<file path="src/rtl/fwd_pkg.sv">
// Operand forwarding select encodings, FSM states and default widths.
// Latency: n/a (definitions only).
// Backpressure: n/a.
package fwd_pkg;

    localparam int REG_ADDR_W_DEF = 5;
    localparam int SEL_W_DEF      = 2;

    // EX operand mux select: register file, WB result, retire hold slot
    localparam logic [1:0] SEL_RF  = 2'd0;
    localparam logic [1:0] SEL_WB  = 2'd1;
    localparam logic [1:0] SEL_RET = 2'd2;

    // Load-use bubble FSM (only used when FWD_LOAD_STALL_EN is defined)
    typedef enum logic {
        RUN    = 1'b0,
        BUBBLE = 1'b1
    } fsm_state_t;

endpackage

</file>
<file path="src/rtl/fwd_match.sv">
// Compares one source register against the EX and WB producers and returns its select.
// Latency: combinational.
// Backpressure: none; pure function of its inputs.
module fwd_match
    import fwd_pkg::*;
#(
    parameter int REG_ADDR_W = REG_ADDR_W_DEF,
    parameter int SEL_W      = SEL_W_DEF
) (
    input  logic [REG_ADDR_W-1:0] rs,
    input  logic                  ex_valid,
    input  logic                  ex_wen,
    input  logic [REG_ADDR_W-1:0] ex_rd,
    input  logic                  wb_valid,
    input  logic                  wb_wen,
    input  logic [REG_ADDR_W-1:0] wb_rd,
    output logic [SEL_W-1:0]      sel
);

    // Newest producer wins: EX (moving to WB) beats WB (moving to retire); x0 never forwards
    always_comb begin
        sel = SEL_W'(SEL_RF);
        if (rs == '0) begin
            sel = SEL_W'(SEL_RF);
        end else if (ex_valid && ex_wen && (ex_rd == rs)) begin
            sel = SEL_W'(SEL_WB);
        end else if (wb_valid && wb_wen && (wb_rd == rs)) begin
            sel = SEL_W'(SEL_RET);
        end
    end

endmodule

</file>
<file path="src/rtl/fwd_sel_ctrl.sv">
// Registered EX operand-mux selects from in-flight destination tracking; optional load-use bubble (FWD_LOAD_STALL_EN).
// Latency: selects and ex_valid one cycle after decode presents; stall_req combinational.
// Backpressure: hold freezes all state (flush still kills EX); stall_req freezes IF/decode for one cycle.
module fwd_sel_ctrl
    import fwd_pkg::*;
#(
    parameter int REG_ADDR_W = REG_ADDR_W_DEF,
    parameter int SEL_W      = SEL_W_DEF
) (
    input  logic                  clk,
    input  logic                  rst_n,
    input  logic                  dec_valid,
    input  logic [REG_ADDR_W-1:0] dec_rs1,
    input  logic [REG_ADDR_W-1:0] dec_rs2,
    input  logic [REG_ADDR_W-1:0] dec_rd,
    input  logic                  dec_regwen,
    input  logic                  dec_is_load,
    input  logic                  flush,
    input  logic                  hold,
    output logic [SEL_W-1:0]      sel_a,
    output logic [SEL_W-1:0]      sel_b,
    output logic                  ex_valid,
    output logic                  stall_req
);

    // In-flight destination tracking (ex_valid is the EX slot valid itself)
    logic [REG_ADDR_W-1:0] ex_rd;
    logic                  ex_wen;
    logic                  ex_load;
    logic                  wb_valid;
    logic [REG_ADDR_W-1:0] wb_rd;
    logic                  wb_wen;
    logic                  ret_valid;
    logic [REG_ADDR_W-1:0] ret_rd;
    logic                  ret_wen;

    logic [SEL_W-1:0]      sel_a_nxt;
    logic [SEL_W-1:0]      sel_b_nxt;
    logic                  dec_live;

    assign dec_live = dec_valid & ~flush;

    fwd_match #(.REG_ADDR_W(REG_ADDR_W), .SEL_W(SEL_W)) u_match_a (
        .rs       (dec_rs1),
        .ex_valid (ex_valid),
        .ex_wen   (ex_wen),
        .ex_rd    (ex_rd),
        .wb_valid (wb_valid),
        .wb_wen   (wb_wen),
        .wb_rd    (wb_rd),
        .sel      (sel_a_nxt)
    );

    fwd_match #(.REG_ADDR_W(REG_ADDR_W), .SEL_W(SEL_W)) u_match_b (
        .rs       (dec_rs2),
        .ex_valid (ex_valid),
        .ex_wen   (ex_wen),
        .ex_rd    (ex_rd),
        .wb_valid (wb_valid),
        .wb_wen   (wb_wen),
        .wb_rd    (wb_rd),
        .sel      (sel_b_nxt)
    );

`ifdef FWD_LOAD_STALL_EN
    fsm_state_t state;

    // Load in EX feeding the decoding instruction: its data only exists at WB, so insert one bubble
    assign stall_req = (state == RUN) && dec_valid && !flush &&
                       ex_valid && ex_load && ex_wen && (ex_rd != '0) &&
                       ((ex_rd == dec_rs1) || (ex_rd == dec_rs2));

    // RUN/BUBBLE sequencing: flush always returns to RUN, hold freezes, one bubble per stall
    always_ff @(posedge clk or negedge rst_n) begin
        if (!rst_n) begin
            state <= RUN;
        end else if (flush) begin
            state <= RUN;
        end else if (!hold) begin
            state <= stall_req ? BUBBLE : RUN;
        end
    end

    logic unused_sink;
    assign unused_sink = ^{ret_valid, ret_rd, ret_wen};
`else
    // Loads forward from WB like any producer; no bubble is ever needed
    assign stall_req = 1'b0;

    logic unused_sink;
    assign unused_sink = ^{ret_valid, ret_rd, ret_wen, ex_load};
`endif

    // Pipeline advance of the tracked slots and registered operand selects
    always_ff @(posedge clk or negedge rst_n) begin
        if (!rst_n) begin
            ex_valid  <= 1'b0;
            ex_rd     <= '0;
            ex_wen    <= 1'b0;
            ex_load   <= 1'b0;
            wb_valid  <= 1'b0;
            wb_rd     <= '0;
            wb_wen    <= 1'b0;
            ret_valid <= 1'b0;
            ret_rd    <= '0;
            ret_wen   <= 1'b0;
            sel_a     <= SEL_W'(SEL_RF);
            sel_b     <= SEL_W'(SEL_RF);
        end else if (hold) begin
            // Frozen, but a redirect must still kill whatever sits in EX
            if (flush) begin
                ex_valid <= 1'b0;
                sel_a    <= SEL_W'(SEL_RF);
                sel_b    <= SEL_W'(SEL_RF);
            end
        end else begin
            wb_valid  <= ex_valid;
            wb_rd     <= ex_rd;
            wb_wen    <= ex_wen;
            ret_valid <= wb_valid;
            ret_rd    <= wb_rd;
            ret_wen   <= wb_wen;
            if (stall_req) begin
                // Bubble into EX; decode keeps its instruction for the next cycle
                ex_valid <= 1'b0;
                sel_a    <= SEL_W'(SEL_RF);
                sel_b    <= SEL_W'(SEL_RF);
            end else begin
                ex_valid <= dec_live;
                ex_rd    <= dec_rd;
                ex_wen   <= dec_regwen;
                ex_load  <= dec_is_load;
                sel_a    <= dec_live ? sel_a_nxt : SEL_W'(SEL_RF);
                sel_b    <= dec_live ? sel_b_nxt : SEL_W'(SEL_RF);
            end
        end
    end

endmodule

</file>
<file path="config.mk">
export PLATFORM = sky130hd
export DESIGN_NAME = fwd_sel_ctrl
export DESIGN_NICKNAME = d
export VERILOG_FILES = /design/src/rtl/fwd_pkg.sv /design/src/rtl/fwd_match.sv /design/src/rtl/fwd_sel_ctrl.sv
export SDC_FILE = /design/constraint.sdc
export NUM_CORES = 1
export LEC_CHECK = 0
export ABC_AREA = 1
export BUFFER_PORTS_ARGS = -buffer_cell sky130_fd_sc_hd__buf_2
export CORE_ASPECT_RATIO = 0.9
export CORE_MARGIN = 1.5
export CORE_UTILIZATION = 30
export DETAILED_ROUTE_END_ITERATION = 10
export HOLD_SLACK_MARGIN = 0.06
export SLEW_MARGIN = 40
export SYNTH_ARGS = -nofsm -noshare
export SYNTH_HDL_FRONTEND = slang
export SYNTH_SLANG_ARGS = --single-unit
</file>
<file path="constraint.sdc">
create_clock -name clk -period 1.33 [get_ports clk]
set_input_delay 0.1995 -clock clk [delete_from_list [all_inputs] [get_ports clk]]
set_output_delay 0.1995 -clock clk [all_outputs]
set_load 0.02 [all_outputs]
</file>
==> metrics.yaml <==
status:
  status: "completed"
routing:
  first_iter_violations: 50
  firstDrtPassIters: 4
  vias_per_cell: 4.37
  drc: 0
  vias: 1063
  antenna_left: 0
  wl_per_cell_um: 10.3
  route.final.wire_length_um: 2510
cells_and_area:
  final_nets: 222
  diodes: 0
  syn_to_final_growth_pct: 21.9
  final_cell_mix: "nand2_1 (80), buf_2 (25), inv_1 (19)"
  final_common_cell: "nand2_1"
  postLayoutCellArea_um2: 1310
  drive_above_1_share_pct: 20.1
clock_network:
  cts_buffer_depth: 2
  cts_tree: "done"
  clk_pin_slew_worst_paths_ps: 70
  cts_setup_buffers: 0
  clk_latency_ps: 260
  cts_root_buf: "clkbuf_8"
  cts_made_buffers: 3
  cts-resized-gates: 0
  htreeDepth: 1
  cts.sinks: 18
synthesis:
  synth.avg_cell_area_um2: 6.29
  synth_top_area_share_pct: 41.9
  yosys.area.top_type: "dfrtp_1"
  syn_nets: 193
  synth_area_leaders: "dfrtp_1 (42%), nand2_1 (28%), inv_1 (6.6%)"
  ys_seq_area_share_pct: 41.9
  ys_types: 15
  ys_warn_count: 0
  synth_seq_cells: 18
  syn_area_um2: 1070
  synth_cells: 171
setup_path:
  crit_path_max_incr_delay_ps: 410
  crit_buf_inv: 1
  r2r_start: "ex_valid"
  path_common_cell: "nand2_1"
  reg2reg_depth: 7
  crit_fanout: 4
  slowest_stage: "dfrtp_1"
  path_class: "reg2reg"
  cp.arrival_ps: 1220
  crit_family: "simple AND/OR/NAND/NOR gates"
  critPathRequiredTime_ps: 1480
  reg2reg_to: "sel_b[1]"
  endpoint_kind: "flip-flop"
  crit_chain: "nand2_1 -> inv_1 -> nand2_1 -> nor2_1 -> nand3_1 -> nand3_1 -> nand2_1"
  reg2reg_slack_ps: 260
  start_kind: "flip-flop"
die:
  initial_core_util_pct: 31.6
  die_w_um: 66.1
  die_y_um: 59.8
  die_area_um2: 3950
  ioPinCount: 28
  core_um2: 3400
  rows: 20
grt:
  grt_pass1_vias: 934
  grt_antenna_before_repair: 0
  grt_max_degree: 19
  gr-total-overflow: 0
  grtUsageTotal_pct: 14.4
  grt_pass1_wl_um: 4210
power_and_ir_drop:
  powerDensity_nw_per_um2: 1010
  leakage_uw: 0.000767
  total_power_uw: 1320
  ir_drop_uv: 418
sta:
  finalWorstSetupSlack_ps: 264
  drv_slew: 0
  hold_viol_final: 0
  rsz0062_at_grt: "false"
  fin_crit_sh_pct: 80.2
  skew_ps: 3.16
  fin_crit_ps: 1070
  setup_viol: 0
  hold_ws_ps: 149
  fin_tns_setup_ps: 0
  fmax_mhz: 938
placed_design:
  hpwl_um: 1970
  pre_cts_slack_ps: 259
  gp_congestion: 0.806
  dpl_cell_area_um2: 1240
  placement.io_buffers: 25
hold_path:
  min_from: "dec_rd[4]"
  hp-class: "in2reg"
  min_to: "ex_rd[4]"
  hold_depth: 3
job:
  maxCapViolCount: 0
metrics by stage:
step                util (%)  cells
finish                  38.5    243
global route            38.5    243
global placement        36.6    238
CTS                     38.5    243
floorplan                  -    171
detailed placement      36.6    238
area by class of cell:
type	instances	area, um^2
clock buffers	4	55.1
repair buffers	27	143
well taps	44	55.1
fillers	399	2090
multi-input cells	124	509
flip-flops and latches	18	450
inverters	26	97.6
report_power, final:
part,internal (uW),switching [uW]
sequential,588,37.7
clock,263,191
combinational,90.1,153
per-layer routing:
| metal | wire (um) | GRT usage (%) | up-vias |
|---|---|---|---|
| li1 | - | - | 568 |
| met1 | 1290 | 21.2 | 462 |
| met2 | 1050 | 21.0 | 28 |
| met3 | 116 | 2.07 | 5 |
| met4 | 52 | 6.12 | 0 |
| met5 | 0 | 0 | - |
sequential cells by signal (all words and copies together) (netlist names):
register,count
wb_wen,1
ex_rd,5
sel_a,2
wb_rd,5
wb_valid,1
ex_wen,1
ex_valid,1
sel_b,2
cell usage after synthesis, drive strengths merged:
library cell / number
a21oi: 1
buf: 3
conb: 1
dfrtp: 18
inv: 26
nand2: 80
nand3: 4
nand4: 2
nor2: 18
o211ai: 1
o21ai: 17
cells by family (layout without fill, tap and decap cells):
family | count (synthesis) | count (layout) | synth area share (%)
other | 1 | 1 | 0.349
AND/OR/NAND/NOR | 104 | 104 | 38.0
AO/OA/AOI/OAI | 19 | 19 | 9.08
buffers and inverters | 29 | 57 | 10.7
flip-flops | 18 | 18 | 41.9
repair_timing:
action | in CTS | in global routing
hold buffers | 1 | 0
endpoints found under the hold margin | 18 | 0
setup endpoints to repair | 0 | 0
how the worst max path moves through the flow:
stage	startpoint	end	slack, ps	cells after the start
global placement	ex_rd[2]	sel_a[1]	270	7
floorplan	ex_valid	sel_a[1]	290	7
finish	ex_valid	sel_b[1]	260	7
global route	ex_rd[2]	sel_a[1]	130	7
detailed placement	ex_rd[2]	sel_a[1]	260	7
CTS	ex_rd[2]	sel_a[1]	250	7
tightest hold or removal path: cells and delay by family:
kind,cells,cell delay (ps)
buf+inv,1,70
simple gates,1,40
compound gates,1,60
No activity file was read; power rests on OpenSTA's default activity.
